**src/rtl/mult_arb_pkg.sv**
```systemverilog
// Shared types and seven-segment constants for the shared-multiplier arbiter.
// Segment codes are active-low, bit order {g,f,e,d,c,b,a}.
package mult_arb_pkg;

    typedef enum logic [1:0] {
        IDLE    = 2'd0,
        CAPTURE = 2'd1,
        HOLD    = 2'd2
    } state_t;

    localparam logic [6:0] SEG_BLANK = 7'h7F;
    localparam logic [6:0] SEG_0     = 7'h40;
    localparam logic [6:0] SEG_1     = 7'h79;
    localparam logic [6:0] SEG_2     = 7'h24;
    localparam logic [6:0] SEG_3     = 7'h30;
    localparam logic [6:0] SEG_4     = 7'h19;
    localparam logic [6:0] SEG_6     = 7'h02;
    localparam logic [6:0] SEG_9     = 7'h10;

endpackage

```
**src/rtl/seg7_decode.sv**
```systemverilog
// Combinational product-to-segment decode; only products of two 2-bit
// operands are given glyphs, every other code shows a blank digit.
module seg7_decode
    import mult_arb_pkg::*;
(
    input  logic [3:0] code,
    output logic [6:0] seg
);

    always_comb begin
        seg = SEG_BLANK;
        case (code)
            4'd0:    seg = SEG_0;
            4'd1:    seg = SEG_1;
            4'd2:    seg = SEG_2;
            4'd3:    seg = SEG_3;
            4'd4:    seg = SEG_4;
            4'd6:    seg = SEG_6;
            4'd9:    seg = SEG_9;
            default: seg = SEG_BLANK;
        endcase
    end

endmodule

```
**src/rtl/mult_share_arbiter.sv**
```systemverilog
// Round-robin sharing of one 2x2 multiplier and one seven-segment digit.
// Define MULT_ARB_PERSIST_EN to keep the last product on the display after HOLD.
module mult_share_arbiter
    import mult_arb_pkg::*;
#(
    parameter int N_REQ       = 4,
    parameter int HOLD_CYCLES = 8
) (
    input  logic                       clk,
    input  logic                       rst,
    input  logic [N_REQ-1:0]           req_valid,
    input  logic [2*N_REQ-1:0]         req_a,
    input  logic [2*N_REQ-1:0]         req_b,
    output logic [N_REQ-1:0]           req_ready,
    output logic [3:0]                 prod,
    output logic                       prod_valid,
    output logic [$clog2(N_REQ)-1:0]   prod_id,
    output logic [6:0]                 seg
);

    localparam int ID_W  = $clog2(N_REQ);
    localparam int CNT_W = $clog2(HOLD_CYCLES + 1);
    localparam logic [CNT_W-1:0] HOLD_LOAD = CNT_W'(HOLD_CYCLES - 1);
    localparam logic [ID_W-1:0]  LAST_ID   = ID_W'(N_REQ - 1);

    state_t            state, state_nxt;
    logic [ID_W-1:0]   rr_ptr, grant_id, winner, cand;
    logic              found;
    logic [CNT_W-1:0]  hold_cnt;
    logic [2*N_REQ-1:0] a_shift, b_shift;
    logic [1:0]        op_a, op_b;
    logic [3:0]        prod_calc;
    logic              xfer;
    logic [6:0]        seg_dec;

    // First requesting index at or above rr_ptr, wrapping around
    always_comb begin
        winner = rr_ptr;
        cand   = '0;
        found  = 1'b0;
        for (int k = 0; k < N_REQ; k++) begin
            cand = ID_W'((int'(rr_ptr) + k) % N_REQ);
            if (!found && req_valid[cand]) begin
                winner = cand;
                found  = 1'b1;
            end
        end
    end

    assign a_shift   = req_a >> {grant_id, 1'b0};
    assign b_shift   = req_b >> {grant_id, 1'b0};
    assign op_a      = a_shift[1:0];
    assign op_b      = b_shift[1:0];
    assign prod_calc = {2'b00, op_a} * {2'b00, op_b};
    assign xfer      = (state == CAPTURE) && req_valid[grant_id];

    always_ff @(posedge clk or posedge rst) begin
        if (rst) state <= IDLE;
        else     state <= state_nxt;
    end

    always_comb begin
        state_nxt = state;
        req_ready = '0;
        case (state)
            IDLE:    if (found) state_nxt = CAPTURE;
            CAPTURE: begin
                req_ready[grant_id] = req_valid[grant_id];
                state_nxt = xfer ? HOLD : IDLE;
            end
            HOLD:    if (hold_cnt == '0) state_nxt = IDLE;
            default: state_nxt = IDLE;
        endcase
    end

    // Grant, pointer, counter and product registers; a dropped valid in
    // CAPTURE leaves product and pointer untouched
    always_ff @(posedge clk or posedge rst) begin
        if (rst) begin
            grant_id <= '0;
            rr_ptr   <= '0;
            hold_cnt <= '0;
            prod     <= '0;
            prod_id  <= '0;
        end else begin
            if (state == IDLE && found) grant_id <= winner;
            if (xfer) begin
                prod     <= prod_calc;
                prod_id  <= grant_id;
                rr_ptr   <= (grant_id == LAST_ID) ? '0 : grant_id + 1'b1;
                hold_cnt <= HOLD_LOAD;
            end else if (state == HOLD && hold_cnt != '0) begin
                hold_cnt <= hold_cnt - 1'b1;
            end
        end
    end

    assign prod_valid = (state == HOLD);

    seg7_decode u_dec (
        .code (prod),
        .seg  (seg_dec)
    );

`ifdef MULT_ARB_PERSIST_EN
    logic shown;

    always_ff @(posedge clk or posedge rst) begin
        if (rst)       shown <= 1'b0;
        else if (xfer) shown <= 1'b1;
    end

    assign seg = shown ? seg_dec : SEG_BLANK;
`else
    assign seg = prod_valid ? seg_dec : SEG_BLANK;
`endif

endmodule

```
**config.mk**
```make
export PLATFORM = sky130hd
export DESIGN_NAME = mult_share_arbiter
export DESIGN_NICKNAME = d
export VERILOG_FILES = /design/src/rtl/mult_arb_pkg.sv /design/src/rtl/seg7_decode.sv /design/src/rtl/mult_share_arbiter.sv
export SDC_FILE = /design/constraint.sdc
export NUM_CORES = 1
export LEC_CHECK = 0
export CAP_MARGIN = 40
export CORE_ASPECT_RATIO = 1.4
export CORE_MARGIN = 10
export CORE_UTILIZATION = 35
export CTS_BUF_LIST = sky130_fd_sc_hd__clkbuf_8
export DETAILED_ROUTE_END_ITERATION = 12
export SLEW_MARGIN = 10
export SYNTH_ARGS = -nofsm -noshare
export SYNTH_HDL_FRONTEND = slang
export SYNTH_SLANG_ARGS = --single-unit
```
**constraint.sdc**
```tcl
create_clock -name clk -period 3 [get_ports clk]
set_input_delay 0.3 -clock clk [delete_from_list [all_inputs] [get_ports clk]]
set_output_delay 0.3 -clock clk [all_outputs]
set_load 0.01 [all_outputs]
```
==> results of run 1 <==
cell usage in the layout, fill, tap and decap left out, drive strengths merged, types with 3 or more instances in the layout:
cell,count
nor2b,6
a211o,3
nand3,6
inv,11
mux4,4
nor2,11
clkdlybuf4s50,39
dfrtp,16
ha,7
mux2,7
and2,7
a21oi,4
clkbuf,4
o21ai,8
nand2,11
power breakdown:
part / switching, mW / internal [mW]
logic: 0.336 / 0.420
clock network: 0.0692 / 0.116
registers: 0.136 / 0.308
total: 0.541 / 0.844
cells by family (layout without fill, tap and decap cells):
family / count (synthesis) / after routing
compound gates: 22 / 22
xor+xnor: 2 / 2
fa+ha+maj: 7 / 7
buf+inv: 17 / 54
flops: 16 / 16
mux: 13 / 13
simple gates: 47 / 47
registers in the layout, summed over array words and instances (netlist names):
name      flops
rr_ptr        2
prod          4
hold_cnt      4
grant_id      2
state         2
prod_id       2
worst max path at each step:
stage	startpoint	endpoint	slack, ns	cells past startpoint
floorplan	grant_id[0]	prod[2]	0.89	6
global placement	req_valid[1]	req_ready[3]	0.63	6
detailed placement	req_valid[3]	req_ready[2]	0.58	6
CTS	grant_id[1]	req_ready[2]	0.51	5
global route	grant_id[1]	req_ready[1]	0.40	5
finish	grant_id[1]	req_ready[2]	0.53	5
critical path: stages (launching register included):
cell             delay [ns]
dfrtp_1                0.62
mux2_4                 0.24
nand3_2                0.13
nand2_4                0.23
and2_1                 0.16
clkdlybuf4s50_1        0.55
per-layer routing:
metal | track usage [%] | up-vias | wire [microns] | part of all wire [%]
li1 | - | 502 | - | -
met1 | 9.01 | 466 | 1060 | 37
met2 | 19.3 | 21 | 1640 | 57
met3 | 2.91 | 2 | 162 | 5.6
met4 | 3.12 | 0 | 15 | 0.52
met5 | 0 | - | 0 | 0
cell type report:
type	instances	share of cell area, %
Clock buffer	4	3.37
Inverter	11	2.53
Multi-Input combinational cell	91	42.7
Sequential cell	16	24.5
Tap cell	39	2.99
Timing Repair Buffer	39	23.9
stage by stage:
| step | total power, mW | hold slack (ns) | cells | setup slack [ns] | cell area [sq um] |
|---|---|---|---|---|---|
| after floorplan | 0.947 | 0.214 | 124 | 0.893 | 1180 |
| after global placement | 1.20 | 0.487 | 196 | 0.625 | 1580 |
| after detailed placement | 1.22 | 0.464 | 196 | 0.580 | 1580 |
| after CTS | 1.41 | 0.451 | 200 | 0.507 | 1630 |
| after global routing | 1.53 | 0.501 | 200 | 0.403 | 1630 |
| final | 1.39 | 0.423 | 200 | 0.529 | 1630 |
==> summary.md, run 1 <==
| Metric | Value |
|---|---|
| Outcome | `complete, no violations` |
| Worst r2r path cells | `5` |
| Critical path arrival | `2.17 ns` |
| Post-Route WL | `roughly 2.9 mm` |
| CTS Sinks | `16` |
| Setup crit start kind | `flop` |
| Initial antenna violation count | `0` |
| Post-synthesis net count | `about 150` |
| CP endpoint kind | `primary output` |
| P per Cell Area | `848 nW/um^2` |
| Synth Area in Adders | `under 10%` |
| Post-synthesis sequential area ratio | `33.9%` |
| Total GRT Usage | `under 10%` |
| Final hold violation count | `0` |
| Post-route clock period utilization | `between 80 and 90%` |
| Clock Pin Slew Worst Setup and Hold Paths | `roughly 0.060 ns` |
| Drt pass-1 iters | `4` |
| Sequential cell area | `400 sq um` |
| Yosys warning count | `0` |
| Number of flops mapped to enable cells by yosys | `0` |
| Vias | `991` |
| Max Fclk | `between 0.4 and 0.5 GHz` |
| Multiplexer share of the synthesized area | `around 17%` |
| DRT iter0 DRCs | `45` |
| Crit path max fanout | `14` |
| Row cnt | `24` |
| First-pass GRT wire length | `about 5 mm` |
| Routed len/inst | `between 10 and 15 microns` |
| Die Wd | `between 60 and 70 microns` |
| Netlist cell types | `34` |
| Most common cell in the netlist | `dfrtp_1` |
| Async SR Flop Fraction | `100%` |
| Vias in the first global route | `1090` |
| Count of cells resized by post-cts repair | `0` |
| RR Endpoint | `prod[2]` |
| Die area | `6140 sq um` |
| Cells after synthesis | `between 100 and 150` |
| Clock Skew | `between 0.002 and 0.0025 ns` |
| Top cell type by total area after synthesis | `dfrtp_1` |
| CP Class | `reg -> out` |
| Total core area | `~3200 sq um` |
| CTS tree | `done` |
| Port bufs | `39` |
| Hold Crit Class | `in -> async` |
| Max-slew headroom | `57.2%` |
| Clock latency on the worst-skew pair | `about 0.24 ns` |
| Layout area overhead | `38.1%` |
| Endpoints failing setup | `0` |
| Leakage power | `just over 0.7 nW` |
| VDD IR max | `~0.46 mV` |
| Multi-input logic area | `around 700 sq um` |
| Postcts setup bufs | `0` |
| Worst R2R Start | `grant_id[0]` |
| CTS Hold Bufs | `0` |
| Diode count | `0` |
| Grt total ovfl | `0` |
| Compound-Gate Fraction of Synth Area | `a little under an eighth` |
| Synth Area in XOR/XNOR | `about 1.5%` |
| Worst Max-Slew Pin Slew | `between 0.6 and 0.7 ns` |
| Final nets | `191` |
| Yosys reg bits | `16` |
| Synth Flop Type | `dfrtp_1` |
| Initial Utilization | `~37%` |
| Crit path time final | `2.47 ns` |
| Largest cells by area after synthesis | `dfrtp_1 34%, mux4_2 7.6%, ha_1 7.4%, mux2_1 3.8%, mux2_4 3.8%` |
| Mapped Area | `~1200 sq um` |
| Dpl hpwl | `approximately 2.5 mm` |
| RSZ-0062 raised after global routing | `no` |
| Core Util, Final | `about 51%` |
| Simple-gate share of the synthesized area | `a little over a fifth` |
| CTS Buf Count | `3` |
| Clk root buf | `clkbuf_8` |
| Die Y-Extent | `88.8 microns` |
| H-Tree Level Count | `1` |
| Largest net degree at the start of global routing | `17` |
| Top-area cell type share of the netlist area | `approximately a third` |
| Setup_tns | `0 ns` |
| CP required | `between 2 and 3 ns` |
| Placer congestion estimate | `approximately 0.76` |
| Fillers | `around 320` |
| Final antenna-violating net count | `0` |
| Clk buf depth | `2` |
| R2R Setup Slk | `0.73 ns` |
| Synth Area per Inst | `approximately 9.5 sq um` |
| Share of layout cells above drive strength 1 | `8.70%` |
| MaxCap Viol Count | `0` |
| Io pins | `40` |
| DRC viols | `0` |
| Largest family of logic cells by synthesized area | `simple AND/OR/NAND/NOR gates` |
| Vias per cell | `4.96` |
| Synth top cells by count | `16 x dfrtp_1, 11 x inv_1, 11 x nor2_1, 10 x nand2_1` |
| Pins Over Slew Limit | `0` |
(Power assumes the default switching activity.)
==> inputs of run 2 (changes only) <==
--- a/config.mk
+++ b/config.mk
@@ -11,6 +11,7 @@
 export CORE_UTILIZATION = 35
 export CTS_BUF_LIST = sky130_fd_sc_hd__clkbuf_8
 export DETAILED_ROUTE_END_ITERATION = 12
+export PLACE_DENSITY = 0.67
 export SLEW_MARGIN = 10
 export SYNTH_ARGS = -nofsm -noshare
 export SYNTH_HDL_FRONTEND = slang
==> constraint.sdc (replaced) <==
create_clock -name clk -period 2.15 [get_ports clk]
set_input_delay 0.215 -clock clk [delete_from_list [all_inputs] [get_ports clk]]
set_output_delay 0.215 -clock clk [all_outputs]
set_load 0.01 [all_outputs]
==> summary.md, run 2 (synthesis gave the netlist of run 1 again) <==
| Metric | Value |
|---|---|
| Outcome | `complete, no violations` |
| Combinational share of power | `approximately 60%` |
| Setup_tns | `0 ns` |
| Row cnt | `24` |
| Crit path max fanout | `6` |
| Post-route clock period utilization | `approximately 96%` |
| Routed len/inst | `about 14 microns` |
| Vias in the first global route | `around 1100` |
| Final Power | `roughly 2.1 mW` |
| Crit path time final | `2.07 ns` |
| Setup crit start kind | `flop` |
| Clk root buf | `clkbuf_8` |
| Max Fclk | `0.484 GHz` |
| Fillers | `a little under 300` |
| DRC viols | `0` |
| CP required | `1.93 ns` |
| Pins Over Slew Limit | `0` |
| Final nets | `slightly above 200` |
| CP Class | `reg -> out` |
| Placed Area | `approximately 1600 sq um` |
| Crit path buffers/inverters | `1` |
| Psw | `just under 0.8 mW` |
| Die area | `between 6000 and 7000 sq um` |
| Sw frac | `a little under two fifths` |
| Dpl hpwl | `around 2.6 mm` |
| Vias per cell | `5.10` |
| Clk pwr share | `12.5%` |
| Endpoints failing setup | `0` |
| Post-Route WL | `3.03 mm` |
| Clock Skew | `roughly 0.0007 ns` |
| Grt total ovfl | `0` |
| DRT iter0 DRCs | `a little over 80` |
| VDD IR max | `around 0.67 mV` |
| Share of layout cells above drive strength 1 | `about 17%` |
| Clock Pin Slew Worst Setup and Hold Paths | `roughly 0.06 ns` |
| Worst Max-Slew Pin Slew | `between 0.6 and 0.7 ns` |
| Largest delay contributor family on the critical path | `buffers and inverters` |
| Clk buf depth | `2` |
| Placer congestion estimate | `between 0.8 and 0.9` |
| Leakage power | `around 0.8 nW` |
| Crit-path max cell delay | `roughly 0.48 ns` |
| Internal power | `roughly 1.3 mW` |
| Hold Crit Class | `in -> async` |
| Part of the power in registers | `28.1%` |
| Diode count | `0` |
| Critical path arrival | `between 1.5 and 2 ns` |
| Final antenna-violating net count | `0` |
| Final hold violation count | `0` |
| Top flop regs | `hold_cnt: 4 flops, prod: 4 flops` |
| Total core area | `about 3200 sq um` |
| CTS Buf Count | `3` |
| CTS tree | `done` |
| Port bufs | `39` |
| Finished Cell Area | `~1700 sq um` |
| Die Y-Extent | `88.8 microns` |
| CP max-delay cell | `clkdlybuf4s50_1` |
| Clock latency on the worst-skew pair | `between 0.2 and 0.25 ns` |
| Max-slew headroom | `59.9%` |
| MaxCap Viol Count | `0` |
| Io pins | `40` |
| H-Tree Level Count | `1` |
| Largest net degree at the start of global routing | `17` |
| RSZ-0062 raised after global routing | `no` |
| Drt pass-1 iters | `4` |
| Total GRT Usage | `9.78%` |
| Most frequent cells in the layout | `36 x clkdlybuf4s50_1, 14 x dfrtp_1, 11 x nor2_1, 11 x buf_4` |
| Commonest non-fill, non-tap cell in the layout | `clkdlybuf4s50_1` |
| Initial antenna violation count | `0` |
| CTS Hold Bufs | `0` |
| Die Wd | `69.1 microns` |
| Layout area overhead | `47.8%` |
| First-pass GRT wire length | `slightly above 5 mm` |
| Initial Utilization | `37.1%` |
| P per Cell Area | `1190 nW/um^2` |
| Crit path cell chain | `mux2_4 -> nand3_2 -> nand2_4 -> and2_1 -> clkdlybuf4s50_1` |
| CTS Sinks | `16` |
| CP endpoint kind | `primary output` |
| Vias | `1082` |
## run 2: cell count changes in the layout (fill, tap and decap cells not counted), sizes merged
cell and delta:
buf +12, clkdlybuf4s50 -3, dlymetal6s2s +3
## run 2: area by class of cell
type	instances	area (sq um)	share of cell area [%]
inverter	11	41.3	2.36
clock buffer	4	55.1	3.15
multi-input combinational	91	699	40.0
sequential	16	403	23.0
timing repair buffer	51	500	28.6
tap	39	48.8	2.79
## run 2: metrics by stage
step / setup WS [ns] / hold WS [ns] / instances / utilization (%)
2_1_floorplan: 0.0427 / 0.129 / 124 / -
3_3_place_gp: 0.0354 / 0.459 / 205 / 51.7
3_5_place_dp: 0.0195 / 0.475 / 205 / 51.7
4_1_cts: 0.0152 / 0.371 / 209 / 53.5
5_1_grt: 0.00227 / 0.451 / 212 / 54.9
6_report: 0.0838 / 0.345 / 212 / 54.9
## run 2: worst paths after layout
path | start | endpoint | slack, ns | cells after the start
min in group clk | prod_id[0] | prod_id[0] | 0.49 | 2
hold reg to reg | prod_id[0] | prod_id[0] | 0.49 | 2
setup reg to reg | grant_id[0] | prod[2] | 0.12 | 6
setup / recovery | grant_id[1] | req_ready[1] | 0.08 | 5
hold / removal | rst | hold_cnt[2] | 0.34 | 2
max in group asynchronous | rst | grant_id[0] | 1.38 | 2
## run 2: per-layer routing
metal  track usage [%]  vias up  part of all wire [%]
met4              3.67        0                  0.69
met5                 0        -                     0
met1              9.27      532                    37
met2              19.4       24                    56
met3              2.80        2                   5.9
li1                  -      524                     -
## run 2: repair_timing
item,in CTS,in global routing
setup buffers,0,3
resized for setup,3,4
setup endpoints to repair,4,6
hold endpoints to repair,0,0
## run 2: worst register-to-register path, delay by kind of cell, from the launching register on
family,cells,cell delay [ns]
flip-flops,1,0.38
multiplexers,2,0.79
AND/OR/NAND/NOR,1,0.17
adder cells (fa/ha/maj),2,0.45
buffers and inverters,1,0.12
## run 2: power groups by stage
stage / Clock, mW / Sequential (mW) / Combinational, mW
after global placement: 0 / 0.597 / 1.13
after CTS: 0.267 / 0.602 / 1.18
final: 0.260 / 0.584 / 1.24
after floorplan: 0 / 0.553 / 0.768
after detailed placement: 0 / 0.604 / 1.17
after global routing: 0.276 / 0.611 / 1.37
